==> config.mk <==
export PLATFORM = sky130hd
export DESIGN_NAME = mshr_writeback
export DESIGN_NICKNAME = d
export VERILOG_FILES = /design/src/rtl/mshr_pkg.sv /design/src/rtl/mshr_line_buf.sv /design/src/rtl/mshr_writeback.sv
export SDC_FILE = /design/constraint.sdc
export NUM_CORES = 1
export LEC_CHECK = 0
export BUFFER_PORTS_ARGS = -buffer_cell sky130_fd_sc_hd__clkbuf_2
export CORE_AREA = 2 2 175 177
export CTS_BUF_LIST = sky130_fd_sc_hd__clkbuf_2
export DETAILED_ROUTE_END_ITERATION = 10
export DIE_AREA = 0 0 177 179
export PLACE_DENSITY = 0.83
export SLEW_MARGIN = 20
export SYNTH_ARGS = -nofsm -noshare
export SYNTH_HDL_FRONTEND = slang
export SYNTH_SLANG_ARGS = --single-unit
==> constraint.sdc <==
create_clock -name clk -period 1.81 [get_ports clk]
set_clock_uncertainty 0.1 [all_clocks]
set_input_delay 0.181 -clock clk [delete_from_list [all_inputs] [get_ports clk]]
set_output_delay 0.181 -clock clk [all_outputs]
set_load 0.01 [all_outputs]
==> src/rtl/mshr_pkg.sv <==
// -----------------------------------------------------------------------------
// mshr_pkg
// Shared definitions for the single-entry MSHR with victim write-back buffer:
// line geometry constants, the controller state encoding and a helper that
// extracts one word from a packed cache line.
// -----------------------------------------------------------------------------
package mshr_pkg;

   localparam int WORD_WIDTH        = 32;
   localparam int ADR_WIDTH         = 32;
   localparam int WORD_NUM          = 4;
   localparam int WORD_OFFSET_WIDTH = 2;
   localparam int DATAMEM_WIDTH     = WORD_WIDTH * WORD_NUM;
   localparam int LINE_ADR_WIDTH    = ADR_WIDTH - WORD_OFFSET_WIDTH - 2;

   typedef enum logic [1:0] {
      IDLE  = 2'b00,
      FILL  = 2'b01,
      DRAIN = 2'b10
   } mshr_state_e;

   // Word idx of a line; word k lives in bits [32k+31:32k].
   function automatic logic [WORD_WIDTH-1:0] word_slice(
      input logic [DATAMEM_WIDTH-1:0]     line,
      input logic [WORD_OFFSET_WIDTH-1:0] idx
   );
      return line[int'(idx)*WORD_WIDTH +: WORD_WIDTH];
   endfunction

endpackage

==> src/rtl/mshr_line_buf.sv <==
// -----------------------------------------------------------------------------
// mshr_line_buf
// Refill line assembly buffer. Words arrive in any order and are written into
// their slot; a per-word mask tracks which slots have been filled.
//
// Ports:
//   clk, rst       clock, asynchronous active-low reset
//   clr            clear the fill mask (new allocation)
//   wr_en          write wr_dat into slot wr_idx
//   wr_idx, wr_dat slot index and word
//   line           assembled line (held until overwritten)
//   mask           per-slot filled flags
//   complete       this write fills the last empty slot
// -----------------------------------------------------------------------------
module mshr_line_buf
   import mshr_pkg::*;
(
   input  logic                         clk,
   input  logic                         rst,
   input  logic                         clr,
   input  logic                         wr_en,
   input  logic [WORD_OFFSET_WIDTH-1:0] wr_idx,
   input  logic [WORD_WIDTH-1:0]        wr_dat,
   output logic [DATAMEM_WIDTH-1:0]     line,
   output logic [WORD_NUM-1:0]          mask,
   output logic                         complete
);

   logic [DATAMEM_WIDTH-1:0] line_q, line_d;
   logic [WORD_NUM-1:0]      mask_q, mask_d;
   logic [WORD_NUM-1:0]      idx_onehot;

   always_comb begin
      idx_onehot         = '0;
      idx_onehot[wr_idx] = 1'b1;
   end

   // The incoming word counts toward completion in the same cycle, so a
   // repeated index leaves the mask unchanged and cannot complete the line.
   assign complete = wr_en && ((mask_q | idx_onehot) == {WORD_NUM{1'b1}});

   always_comb begin
      line_d = line_q;
      mask_d = mask_q;
      if (clr) begin
         mask_d = '0;
      end else if (wr_en) begin
         line_d[int'(wr_idx)*WORD_WIDTH +: WORD_WIDTH] = wr_dat;
         mask_d = mask_q | idx_onehot;
      end
   end

   always_ff @(posedge clk or negedge rst) begin
      if (!rst) begin
         line_q <= '0;
         mask_q <= '0;
      end else begin
         line_q <= line_d;
         mask_q <= mask_d;
      end
   end

   assign line = line_q;
   assign mask = mask_q;

endmodule

==> src/rtl/mshr_writeback.sv <==
// -----------------------------------------------------------------------------
// mshr_writeback
// Single-entry miss status holding register. On allocate it captures the
// victim line and both line addresses, assembles the refill line from memory
// words arriving in any order, reports it with fill_done, and if the victim
// was dirty drains it word by word to memory over a req/ack handshake.
//
// Ports:
//   clk, rst                      clock, asynchronous active-low reset
//   alloc_cc2mshr                 allocate pulse (ignored while busy)
//   dat/vadr/vdirty/radr_cc2mshr  victim line, victim addr, dirty, refill addr
//   fvalid/dat/word_mem2mshr      refill word stream
//   busy_mshr2cc                  entry occupied
//   fill_done_mshr2cc             refill complete pulse
//   fill_line/fill_adr_mshr2cc    assembled refill line and its address
//   req/we/adr/dat_mshr2mem       victim write-back request
//   ack_mem2mshr                  write-back word accepted
//   wb_done_mshr2cc               last victim word accepted pulse
// -----------------------------------------------------------------------------
module mshr_writeback
   import mshr_pkg::*;
(
   input  logic                         clk,
   input  logic                         rst,
   input  logic                         alloc_cc2mshr,
   input  logic [DATAMEM_WIDTH-1:0]     dat_cc2mshr,
   input  logic [LINE_ADR_WIDTH-1:0]    vadr_cc2mshr,
   input  logic                         vdirty_cc2mshr,
   input  logic [LINE_ADR_WIDTH-1:0]    radr_cc2mshr,
   input  logic                         fvalid_mem2mshr,
   input  logic [WORD_WIDTH-1:0]        dat_mem2mshr,
   input  logic [WORD_OFFSET_WIDTH-1:0] word_mem2mshr,
   output logic                         busy_mshr2cc,
   output logic                         fill_done_mshr2cc,
   output logic [DATAMEM_WIDTH-1:0]     fill_line_mshr2cc,
   output logic [LINE_ADR_WIDTH-1:0]    fill_adr_mshr2cc,
   output logic                         req_mshr2mem,
   output logic                         we_mshr2mem,
   output logic [ADR_WIDTH-1:0]         adr_mshr2mem,
   output logic [WORD_WIDTH-1:0]        dat_mshr2mem,
   input  logic                         ack_mem2mshr,
   output logic                         wb_done_mshr2cc
);

   localparam logic [WORD_OFFSET_WIDTH-1:0] LAST_WORD = WORD_OFFSET_WIDTH'(WORD_NUM - 1);

   mshr_state_e                  state_q, state_d;
   logic [DATAMEM_WIDTH-1:0]     victim_q, victim_d;
   logic [LINE_ADR_WIDTH-1:0]    vadr_q, vadr_d;
   logic                         vdirty_q, vdirty_d;
   logic [LINE_ADR_WIDTH-1:0]    radr_q, radr_d;
   logic [WORD_OFFSET_WIDTH-1:0] cnt_q, cnt_d;
   logic                         busy_q, busy_d;
   logic                         req_q, req_d;
   logic                         fill_done_q, fill_done_d;
   logic                         wb_done_q, wb_done_d;

   logic                         alloc_take;
   logic                         fill_wr;
   logic                         fill_complete;
   logic [WORD_NUM-1:0]          fill_mask;

   // Decoded straight from the registered state so the line buffer's
   // completion flag never loops back through the next-state logic.
   assign alloc_take = alloc_cc2mshr && (state_q == IDLE);
   assign fill_wr    = fvalid_mem2mshr && (state_q == FILL);

   mshr_line_buf u_line_buf (
      .clk      (clk),
      .rst      (rst),
      .clr      (alloc_take),
      .wr_en    (fill_wr),
      .wr_idx   (word_mem2mshr),
      .wr_dat   (dat_mem2mshr),
      .line     (fill_line_mshr2cc),
      .mask     (fill_mask),
      .complete (fill_complete)
   );

   // Next-state and registered-output logic. Pulses default low so they last
   // exactly one cycle; req/busy are level outputs carried in flops.
   always_comb begin
      state_d     = state_q;
      victim_d    = victim_q;
      vadr_d      = vadr_q;
      vdirty_d    = vdirty_q;
      radr_d      = radr_q;
      cnt_d       = cnt_q;
      busy_d      = busy_q;
      req_d       = req_q;
      fill_done_d = 1'b0;
      wb_done_d   = 1'b0;

      unique case (state_q)
         IDLE: begin
            if (alloc_take) begin
               victim_d = dat_cc2mshr;
               vadr_d   = vadr_cc2mshr;
               vdirty_d = vdirty_cc2mshr;
               radr_d   = radr_cc2mshr;
               cnt_d    = '0;
               busy_d   = 1'b1;
               state_d  = FILL;
            end
         end
         FILL: begin
            if (fill_complete) begin
               fill_done_d = 1'b1;
               if (vdirty_q) begin
                  state_d = DRAIN;
                  cnt_d   = '0;
                  req_d   = 1'b1;
               end else begin
                  state_d = IDLE;
                  busy_d  = 1'b0;
               end
            end
         end
         DRAIN: begin
            if (req_q && ack_mem2mshr) begin
               cnt_d = cnt_q + 1'b1;
               if (cnt_q == LAST_WORD) begin
                  state_d   = IDLE;
                  busy_d    = 1'b0;
                  req_d     = 1'b0;
                  wb_done_d = 1'b1;
               end
            end
         end
         default: begin
            state_d = IDLE;
            busy_d  = 1'b0;
            req_d   = 1'b0;
         end
      endcase
   end

   always_ff @(posedge clk or negedge rst) begin
      if (!rst) begin
         state_q     <= IDLE;
         victim_q    <= '0;
         vadr_q      <= '0;
         vdirty_q    <= 1'b0;
         radr_q      <= '0;
         cnt_q       <= '0;
         busy_q      <= 1'b0;
         req_q       <= 1'b0;
         fill_done_q <= 1'b0;
         wb_done_q   <= 1'b0;
      end else begin
         state_q     <= state_d;
         victim_q    <= victim_d;
         vadr_q      <= vadr_d;
         vdirty_q    <= vdirty_d;
         radr_q      <= radr_d;
         cnt_q       <= cnt_d;
         busy_q      <= busy_d;
         req_q       <= req_d;
         fill_done_q <= fill_done_d;
         wb_done_q   <= wb_done_d;
      end
   end

   // Address and data come straight from the held registers, so they stay
   // stable for as long as memory withholds ack. Zero when not requesting.
   assign busy_mshr2cc      = busy_q;
   assign fill_done_mshr2cc = fill_done_q;
   assign fill_adr_mshr2cc  = radr_q;
   assign req_mshr2mem      = req_q;
   assign we_mshr2mem       = req_q;
   assign adr_mshr2mem      = req_q ? {vadr_q, cnt_q, 2'b00} : '0;
   assign dat_mshr2mem      = req_q ? word_slice(victim_q, cnt_q) : '0;
   assign wb_done_mshr2cc   = wb_done_q;

endmodule
==> tab_implementation.tex, run 1 <==
\begin{tabular}{lr}
\hline
Metric & Value \\
\hline
\multicolumn{2}{l}{\textbf{Run status}} \\
\quad Outcome & stopped before the end \\
\quad Halt point of the flow & clock tree synthesis (4\_1\_cts) \\
\quad Error Message & [ERROR RSZ-0060] Max buffer count reached. \\
\multicolumn{2}{l}{\textbf{Clocking}} \\
\quad Number of buffers on the longest clock path & 3 \\
\quad Number of buffers inserted for hold repair after clock tree synthesis & 420 \\
\quad Cells resized by post-CTS repair & 58 \\
\quad Setup bufs post-CTS & 12 \\
\quad H-Tree Depth & 3 \\
\quad Clock Root Buffer & sky130\_fd\_sc\_hd\_\_clkbuf\_2 \\
\quad Number of sinks on the clock net & 325 \\
\quad CTS Buf Count & 81 \\
\multicolumn{2}{l}{\textbf{Synthesis}} \\
\quad Ys async rst share & 1.000 \\
\quad Distinct cell type count of the synthesized netlist & 35 \\
\quad Synthesis warning total & 0 \\
\quad Number of enable flip-flop cells after synthesis & 0 \\
\quad Dominant register cell in the synthesized netlist & sky130\_fd\_sc\_hd\_\_dfrtp\_1 \\
\quad Gate count of the mapped netlist & 1129 \\
\quad Number of flip-flops and latches in the synthesized netlist & 325 \\
\quad Syn avg cell area & 12.56 um2 \\
\quad Sequential element share of the synthesized area & 0.5733 \\
\quad Synth Cell Area & $\sim$14000 um2 \\
\multicolumn{2}{l}{\textbf{Floorplan}} \\
\quad Die H & 179 um \\
\quad Total number of placement rows & 64 \\
\quad Starting Density & 0.4724 \\
\quad Top-level I/O count & 449 \\
\quad Die width & 177 um \\
\multicolumn{2}{l}{\textbf{Placement}} \\
\quad PortBufs & 446 \\
\quad Detailed placement HPWL & 27690 um \\
\quad Final estimated routing congestion in global placement & 0.8422 \\
\quad Number of placed cells counting well taps & 1936 \\
\hline
\end{tabular}
cells by family after synthesis:
logic type,after synthesis,share of synthesized area
AND/OR/NAND/NOR,344,0.1066
adder cells (fa/ha/maj),7,0.006174
buffers and inverters,90,0.03352
other,1,0.0002644
multiplexers,218,0.2272
flip-flops,325,0.5733
AO/OA/AOI/OAI,144,0.05292
synth_stat cells, drive strengths merged (4+ instances only):
cell / n / area [um2]
dfrtp: 325 / 8133
nand2: 260 / 975.9
mux2: 185 / 2492
buf: 30 / 250.2
nand4b: 5 / 43.79
inv: 8 / 30.03
clkbuf: 52 / 195.2
and2: 62 / 387.9
ha: 7 / 87.58
mux4: 32 / 720.7
o21ai: 130 / 650.6
nor2: 5 / 18.77
a21oi: 4 / 20.02
metrics by stage:
stage               setup WS [ps]  instance area, um2  TNS [ps]  utilization  hold WS [ps]
global placement            63.86               17140         0       0.5709         102.7
floorplan                  -26.50               14190    -530.0            -        -214.6
detailed placement          41.58               17140         0       0.5709         105.7
==> run 2: changes to the inputs <==
Settings changed: CORE_AREA 2 2 175 177 to 2 2 205 207, CTS_BUF_LIST sky130_fd_sc_hd__clkbuf_2 to unset, DIE_AREA 0 0 177 179 to 0 0 207 209, PLACE_DENSITY 0.83 to unset, PLACE_DENSITY_LB_ADDON set to 0.15.
Clock period 1.81 ns to 2.35 ns, I/O delays scaled along.
==> run 2 against run 1 <==
Compared with the run above:
- the flow now finishes, with violations (negative setup slack)
- synthesized area did not move
- synthesized cell count is the same
==> tab_implementation.tex, run 2 <==
\begin{tabular}{lr}
\hline
Metric & Value \\
\hline
\multicolumn{2}{l}{\textbf{Floorplan}} \\
\quad Total number of placement rows & 75 (+17\%) \\
\quad Die H & 209 um (+17\%) \\
\quad Starting Density & 0.3435 (-0.1288) \\
\quad Die width & 207 um (+17\%) \\
\quad Top-level I/O count & 449 (unchanged) \\
\quad Core area & 41290 um2 \\
\quad Area of the die & 43260 um2 \\
\multicolumn{2}{l}{\textbf{Placement}} \\
\quad PortBufs & 446 (unchanged) \\
\quad Final estimated routing congestion in global placement & 0.7922 (-5.9\%) \\
\quad Detailed placement HPWL & 28500 um (+2.9\%) \\
\multicolumn{2}{l}{\textbf{STA}} \\
\quad Number of max-slew violations in the final report & 0 \\
\quad Achievable clock frequency & 414.5 MHz \\
\quad Count of final setup violators & 32 \\
\quad Relative slew slack & 0.6513 \\
\quad Worst Tran Pin Value & 519.0 ps \\
\quad Crit share post-route & 1.027 \\
\quad Setup TNS Final & -1043 ps \\
\quad Clock period minus final worst setup slack & 2413 ps \\
\quad Final hold violations & 0 \\
\quad Final critical-path setup slack & -62.84 ps \\
\quad Smallest hold slack & between 90 and 100 ps \\
\quad Setup repair after global routing missed its margin & yes \\
\multicolumn{2}{l}{\textbf{Synthesis}} \\
\quad List of most frequent post-synthesis cells & sky130\_fd\_sc\_hd\_\_dfrtp\_1 (325), sky130\_fd\_sc\_hd\_\_nand2\_1 (260), sky130\_fd\_sc\_hd\_\_o21ai\_0 (130) \\
\quad Count leader, synth & sky130\_fd\_sc\_hd\_\_dfrtp\_1 \\
\quad Sequential element share of the synthesized area & 0.5733 (unchanged) \\
\quad Number of flip-flops and latches in the synthesized netlist & 325 (unchanged) \\
\quad Fraction of post-synthesis cell area in the top cell type by area & 0.5733 (unchanged) \\
\quad Dominant register cell in the synthesized netlist & sky130\_fd\_sc\_hd\_\_dfrtp\_1 \\
\quad Distinct cell type count of the synthesized netlist & 35 (unchanged) \\
\quad Gate count of the mapped netlist & 1129 (unchanged) \\
\quad Biggest area contributors in the synthesized netlist & sky130\_fd\_sc\_hd\_\_dfrtp\_1 (57\%), sky130\_fd\_sc\_hd\_\_mux2\_4 (12\%), sky130\_fd\_sc\_hd\_\_nand2\_1 (6.9\%) \\
\quad Synthesis warning total & 0 (unchanged) \\
\quad Synth Cell Area & 14180 um2 (unchanged) \\
\quad Syn avg cell area & 12.56 um2 (unchanged) \\
\quad Post-synth top area cell & sky130\_fd\_sc\_hd\_\_dfrtp\_1 \\
\quad Number of enable flip-flop cells after synthesis & 0 (unchanged) \\
\quad Ys async rst share & 1.000 (unchanged) \\
\multicolumn{2}{l}{\textbf{GRT}} \\
\quad Pin count of the biggest net entering global routing & between 60 and 70 \\
\quad GRT Util Overall & 0.1926 \\
\quad Initial antenna violation count & 1 \\
\quad First-pass GRT wire length & between 60000 and 70000 um \\
\quad Remaining global-route overflow & 0 \\
\quad Number of global-route vias before repair & 11483 \\
\multicolumn{2}{l}{\textbf{Detailed routing}} \\
\quad Final routed DRC violation total & 0 \\
\quad Number of detailed-routing iterations run before antenna repair & 4 \\
\quad Residual antenna-violating net count after detailed routing & 0 \\
\quad DR iter-0 viols & 449 \\
\quad WL per Instance & 17.65 um \\
\quad Vias per cell & 4.576 \\
\quad Via count of the routed design & 10813 \\
\quad Final Routed Wirelength & 41720 um \\
\multicolumn{2}{l}{\textbf{Layout}} \\
\quad Fraction of layout cells with a size suffix above 1 & 0.4279 \\
\quad Number of inserted filler cells in the final layout & 3746 \\
\quad Area occupied by multi-input gates & approximately 5600 um2 \\
\quad Seq. cell area & 8139 um2 \\
\quad Nets & around 2000 \\
\quad Area growth syn-to-layout & 46.32\% \\
\quad Most common cell after layout, fill and taps aside & sky130\_fd\_sc\_hd\_\_clkbuf\_2 \\
\quad Commonest cells after routing, fill and taps aside & sky130\_fd\_sc\_hd\_\_clkbuf\_2 (445), sky130\_fd\_sc\_hd\_\_dfrtp\_1 (322), sky130\_fd\_sc\_hd\_\_nand2\_1 (260) \\
\quad End-of-flow core utilization & 0.5027 \\
\multicolumn{2}{l}{\textbf{Clocking}} \\
\quad H-Tree Depth & 2 (-1) \\
\quad CTS Buf Count & 39 (-52\%) \\
\quad Number of buffers on the longest clock path & 3 (unchanged) \\
\quad Clock network latency to the later pin of the worst-skew pair & 540 ps \\
\quad Reg clk slew, reported paths & $\sim$60 ps \\
\quad Number of sinks on the clock net & 325 (unchanged) \\
\quad Clock Root Buffer & sky130\_fd\_sc\_hd\_\_clkbuf\_16 \\
\quad Clock tree from TritonCTS & yes \\
\multicolumn{2}{l}{\textbf{Critical path}} \\
\quad Top fanout value on the critical path & 6 \\
\quad Critical path data required time & 2020 ps \\
\quad Critical path type & reg2out \\
\quad Crit path launch type & flop \\
\quad Nature of the critical path endpoint & output port \\
\quad Arrival time worst endpoint & 2080 ps \\
\multicolumn{2}{l}{\textbf{Power and ir drop}} \\
\quad VDD IR-drop max & about 0.64 mV \\
\quad Power per cell area & 1096 nW/um2 \\
\quad Leakage power of the design & 10.21 nW \\
\multicolumn{2}{l}{\textbf{Job}} \\
\quad Number of max-cap violations & 0 \\
\multicolumn{2}{l}{\textbf{Worst hold path}} \\
\quad Class of the tightest hold or removal check & in2reg \\
\multicolumn{2}{l}{\textbf{Run status}} \\
\quad Outcome & finished, violations left \\
\quad Violations in the final reports & negative setup slack \\
\hline
\end{tabular}
==> run 2: cell counts after synthesis <==
Identical to the previous run, type by type.
==> run 2: layout make-up <==
| cell class | instances | area share |
|---|---|---|
| Clock buffer | 56 | 0.05649 |
| Timing Repair Buffer | 711 | 0.2422 |
| Antenna cell | 1 | 0.0001206 |
| Tap cell | 539 | 0.03249 |
| Inverter | 8 | 0.001447 |
| Multi-Input combinational cell | 715 | 0.2704 |
| Sequential cell | 325 | 0.3922 |
| Clock inverter | 8 | 0.004702 |
==> run 2: routing by layer <==
layer,share of wire,vias to the layer above,track usage,wire length [um]
met4,0.030,0,0.07463,1272
met1,0.44,5249,0.2549,18280
li1,-,5166,-,-
met3,0.055,69,0.03832,2278
met5,0,-,0,0
met2,0.48,329,0.3125,19880
==> run 2: path summary, 6_finish.rpt <==
kind	start	to	slack (ps)	cells past startpoint
worst max-delay path	cnt_q[0]	dat_mshr2mem[15]	-60	4
worst min-delay path	word_mem2mshr[1]	u_line_buf.mask[2]	90	4
worst max register to register	state_q[1]	victim_q[16]	600	4
worst min register to register	u_line_buf.line[71]	u_line_buf.line[71]	370	2
max in group asynchronous	rst	fill_adr_mshr2cc[11]	1220	4
min in group asynchronous	rst	u_line_buf.line[102]	130	2
==> run 2: logic make-up (layout without fill, tap and decap cells) <==
logic type	after synthesis	in the layout	synth area share
AND/OR/NAND/NOR	344	344	0.1066
flip-flops	325	325	0.5733
multiplexers	218	218	0.2272
AO/OA/AOI/OAI	144	144	0.05292
buffers and inverters	90	783	0.03352
adder cells (fa/ha/maj)	7	7	0.006174
other	1	3	0.0002644
==> run 2: through the flow <==
step	setup slack, ps	instance area (um2)	cells	power (mW)
2_1_floorplan	459.5	14190	1130	13.72
3_3_place_gp	388.3	17240	2076	16.39
3_5_place_dp	349.2	17240	2076	16.51
4_1_cts	-131.6	20750	2362	23.04
5_1_grt	-137.8	20750	2363	24.07
6_report	-62.84	20750	2363	22.74
==> run 2: timing repair <==
item	4_1_cts	5_1_grt
buffers inserted	1	0
setup endpoints to repair	32	32
cloned	0	0
hold buffers	221	0
endpoints found under the hold margin	598	0
gates resized for setup	9	0
==> run 2: worst max-delay path, stage by stage (launching register included) <==
cell and delay [ps]:
sky130_fd_sc_hd__dfrtp_4 510, sky130_fd_sc_hd__buf_4 210, sky130_fd_sc_hd__mux4_2 500, sky130_fd_sc_hd__and2_1 190, sky130_fd_sc_hd__clkbuf_2 130
==> run 2: power by group <==
part,internal [mW],total (mW),switching (mW)
clock,3.66,5.98,2.31
sequential,7.72,8.96,1.24
combinational,4.56,7.81,3.25
total,15.9,22.7,6.80
Note: power is estimated with default switching activity, not from simulation.
==> run 3: changes to the inputs <==
Settings changed: CORE_AREA 2 2 205 207 to 2 2 174 244, DIE_AREA 0 0 207 209 to 0 0 176 246, TNS_END_PERCENT set to 30.
==> run 3 against run 2 <==
Compared with the run above:
- the run still ends with negative setup slack left
- combinational power grew 4.4%
- via count grew 0.92%
- total power shrank 1.4%
- die area is essentially flat
- sequential power shrank 0.7%
- sequential cell count is the same
- critical path depth grew 1
- sequential share of layout area grew 0.13 points
- fmax grew 1.2%
- final cell count shrank 0.30%
- routed wire length grew 0.58%
- critical endpoint is now dat_mshr2mem[25]
==> tab_implementation.tex, run 3 (same netlist as run 2, synthesis figures left out) <==
\begin{tabular}{lr}
\hline
Metric & Value \\
\hline
\multicolumn{2}{l}{\textbf{Run status}} \\
\quad Outcome & finished, violations left \\
\quad Violations in the final reports & negative setup slack \\
\multicolumn{2}{l}{\textbf{Layout}} \\
\quad Area occupied by multi-input gates & 5638 um2 (+0.45\%) \\
\quad Number of inserted filler cells in the final layout & 3691 (-1.5\%) \\
\quad Nets & 2025 (-0.30\%) \\
\quad Area growth syn-to-layout & 45.80\% \\
\quad End-of-flow core utilization & 0.5036 (+0.0008970) \\
\quad Fraction of layout cells with a size suffix above 1 & 0.4289 (+0.001020) \\
\quad Commonest cells after routing, fill and taps aside & sky130\_fd\_sc\_hd\_\_clkbuf\_2 (435), sky130\_fd\_sc\_hd\_\_dfrtp\_1 (322), sky130\_fd\_sc\_hd\_\_nand2\_1 (260) \\
\quad Seq. cell area & 8137 um2 (about the same) \\
\quad Design area & 20680 um2 (-0.36\%) \\
\quad Cell Count, Final, Fillers Out & 2356 (-0.30\%) \\
\quad Most common cell after layout, fill and taps aside & sky130\_fd\_sc\_hd\_\_clkbuf\_2 \\
\multicolumn{2}{l}{\textbf{Critical path}} \\
\quad Crit path launch type & flop \\
\quad Startpoint of the worst-slack reg-to-reg timing path & state\_q[1] \\
\quad Nature of the critical path endpoint & output port \\
\quad Critical-path cell list & clkbuf\_16, buf\_12, mux4\_2, and2\_1, clkbuf\_2 \\
\quad Buffers and inverters on the worst path & 3 (+1) \\
\quad Top delay family on crit path & multiplexers \\
\quad Top fanout value on the critical path & 8 (+2) \\
\quad Max incr delay on CP & 490 ps (-20 ps) \\
\quad Critical path startpoint & cnt\_q[0] \\
\quad Arrival time worst endpoint & 2050 ps (-30 ps) \\
\quad Critical path type & reg2out \\
\quad Highest-delay cell along the critical path & sky130\_fd\_sc\_hd\_\_mux4\_2 \\
\quad Critical path data required time & 2020 ps (about the same) \\
\quad Reg-to-reg slack, setup & 470 ps (-130 ps) \\
\multicolumn{2}{l}{\textbf{GRT}} \\
\quad Number of global-route vias before repair & 11518 (+0.30\%) \\
\quad First-pass GRT wire length & 64560 um (-2.5\%) \\
\quad GRT Util Overall & 0.1894 (-0.003180) \\
\quad Initial antenna violation count & 3 (+2) \\
\quad Pin count of the biggest net entering global routing & 77 (+17\%) \\
\quad Remaining global-route overflow & 0 (unchanged) \\
\multicolumn{2}{l}{\textbf{Detailed routing}} \\
\quad DR iter-0 viols & 419 (-6.7\%) \\
\quad Final Routed Wirelength & 41960 um (+0.58\%) \\
\quad Final routed DRC violation total & 0 (unchanged) \\
\quad WL per Instance & 17.81 um (+0.88\%) \\
\quad Via count of the routed design & 10912 (+0.92\%) \\
\quad Vias per cell & 4.632 (+1.2\%) \\
\quad Number of detailed-routing iterations run before antenna repair & 5 (+1) \\
\quad Residual antenna-violating net count after detailed routing & 0 (unchanged) \\
\multicolumn{2}{l}{\textbf{Clocking}} \\
\quad CTS Buf Count & 35 (-10\%) \\
\quad Clock tree from TritonCTS & yes \\
\quad Clock Root Buffer & sky130\_fd\_sc\_hd\_\_clkbuf\_16 \\
\quad Number of buffers on the longest clock path & 3 (unchanged) \\
\quad Clock network latency to the later pin of the worst-skew pair & 510 ps (-30 ps) \\
\quad Number of sinks on the clock net & 325 (unchanged) \\
\quad Reg clk slew, reported paths & 60 ps (about the same) \\
\quad H-Tree Depth & 2 (unchanged) \\
\multicolumn{2}{l}{\textbf{STA}} \\
\quad Clock period minus final worst setup slack & 2384 ps (-29.26 ps) \\
\quad Setup repair after global routing missed its margin & yes \\
\quad Final critical-path setup slack & -33.58 ps (+29.26 ps) \\
\quad Crit share post-route & 1.014 (-0.01245) \\
\quad Number of max-slew violations in the final report & 0 (unchanged) \\
\quad Achievable clock frequency & 419.5 MHz (+1.2\%) \\
\quad Smallest hold slack & 79.99 ps (-13.91 ps) \\
\quad Worst Tran Pin Value & 576.2 ps (+57.19 ps) \\
\quad Relative slew slack & 0.6159 (-0.03546) \\
\quad Count of final setup violators & 13 (-59\%) \\
\quad Setup TNS Final & -217.8 ps (+825.6 ps) \\
\quad Final hold violations & 0 (unchanged) \\
\multicolumn{2}{l}{\textbf{Power and ir drop}} \\
\quad Total power draw & 22.42 mW (-1.4\%) \\
\quad Leakage power of the design & 10.14 nW (-0.66\%) \\
\quad Power per cell area & 1084 nW/um2 (-1.0\%) \\
\quad VDD IR-drop max & 0.6677 mV (+4.9\%) \\
\multicolumn{2}{l}{\textbf{Floorplan}} \\
\quad Die H & 246 um (+18\%) \\
\quad Starting Density & 0.3454 (+0.001842) \\
\quad Total number of placement rows & 88 (+17\%) \\
\quad Area of the die & 43300 um2 (about the same) \\
\quad Core area & 41070 um2 (-0.53\%) \\
\quad Top-level I/O count & 449 (unchanged) \\
\quad Die width & 176 um (-15\%) \\
\multicolumn{2}{l}{\textbf{Placement}} \\
\quad Pre-CTS setup slack & 408.3 ps (+59.07 ps) \\
\quad PortBufs & 446 (unchanged) \\
\quad Final estimated routing congestion in global placement & 0.7905 (-0.21\%) \\
\quad Placed cell areas & 17090 um2 (-0.88\%) \\
\quad Number of placed cells counting well taps & 2065 (-0.53\%) \\
\quad Detailed placement HPWL & 27500 um (-3.5\%) \\
\multicolumn{2}{l}{\textbf{Job}} \\
\quad Number of max-cap violations & 0 (unchanged) \\
\multicolumn{2}{l}{\textbf{Worst hold path}} \\
\quad Launch instance of the worst min-delay path & alloc\_cc2mshr \\
\quad Class of the tightest hold or removal check & in2reg \\
\hline
\end{tabular}
==> run 3: cell count changes in the layout (fill, tap and decap cells not counted), moves of 3 or more <==
cell and delta:
sky130_fd_sc_hd__buf_6 +11, sky130_fd_sc_hd__clkbuf_2 -10, sky130_fd_sc_hd__buf_12 -4, sky130_fd_sc_hd__clkbuf_8 -3
sky130_fd_sc_hd__buf_4 -3, sky130_fd_sc_hd__and2_1 -10, sky130_fd_sc_hd__and2_4 +10, sky130_fd_sc_hd__clkbuf_1 +4
==> run 3: final cells by class <==
type,instances,share of cell area
timing repair buffer,709,0.2468
multi-input combinational,715,0.2726
tap,540,0.03267
antenna,2,0.0002420
clock inverter,4,0.002178
clock buffer,53,0.05058
inverter,8,0.001452
sequential,325,0.3934
==> run 3: worst paths after layout <==
| path | endpoint | depth (start not counted) |
|---|---|---|
| max in group asynchronous | victim_q[5] | 3 |
| setup / recovery | dat_mshr2mem[25] | 5 |
| setup reg to reg | fill_adr_mshr2cc[5] | 3 |
| min in group asynchronous | u_line_buf.line[46] | 2 |
| hold / removal | u_line_buf.mask[2] | 3 |
| hold reg to reg | u_line_buf.line[56] | 2 |
==> run 3: layer usage <==
layer | wire length (um) | vias to the layer above | global-route usage
met3 | 2267 | 78 | 0.03642
met5 | 0 | - | 0
met4 | 1482 | 0 | 0.06612
met2 | 20960 | 354 | 0.3265
met1 | 17250 | 5334 | 0.2372
li1 | - | 5146 | -
==> run 3: repair_timing <==
action                     CTS  global route
setup buffers                0             8
hold endpoints to repair   367             0
hold buffers               220             0
gates cloned                 1             3
resized for setup           10            38
setup endpoints to repair   32            32
==> run 3: tightest hold or removal path, stage by stage <==
cell and delay, ps:
sky130_fd_sc_hd__clkbuf_2 120, sky130_fd_sc_hd__and3_1 230, sky130_fd_sc_hd__nor2_1 70
==> run 3: report_power, final <==
group          switching, mW  internal [mW]
clock                   2.21           3.16
sequential              1.19           7.71
combinational           3.39           4.76
total                   6.79           15.6
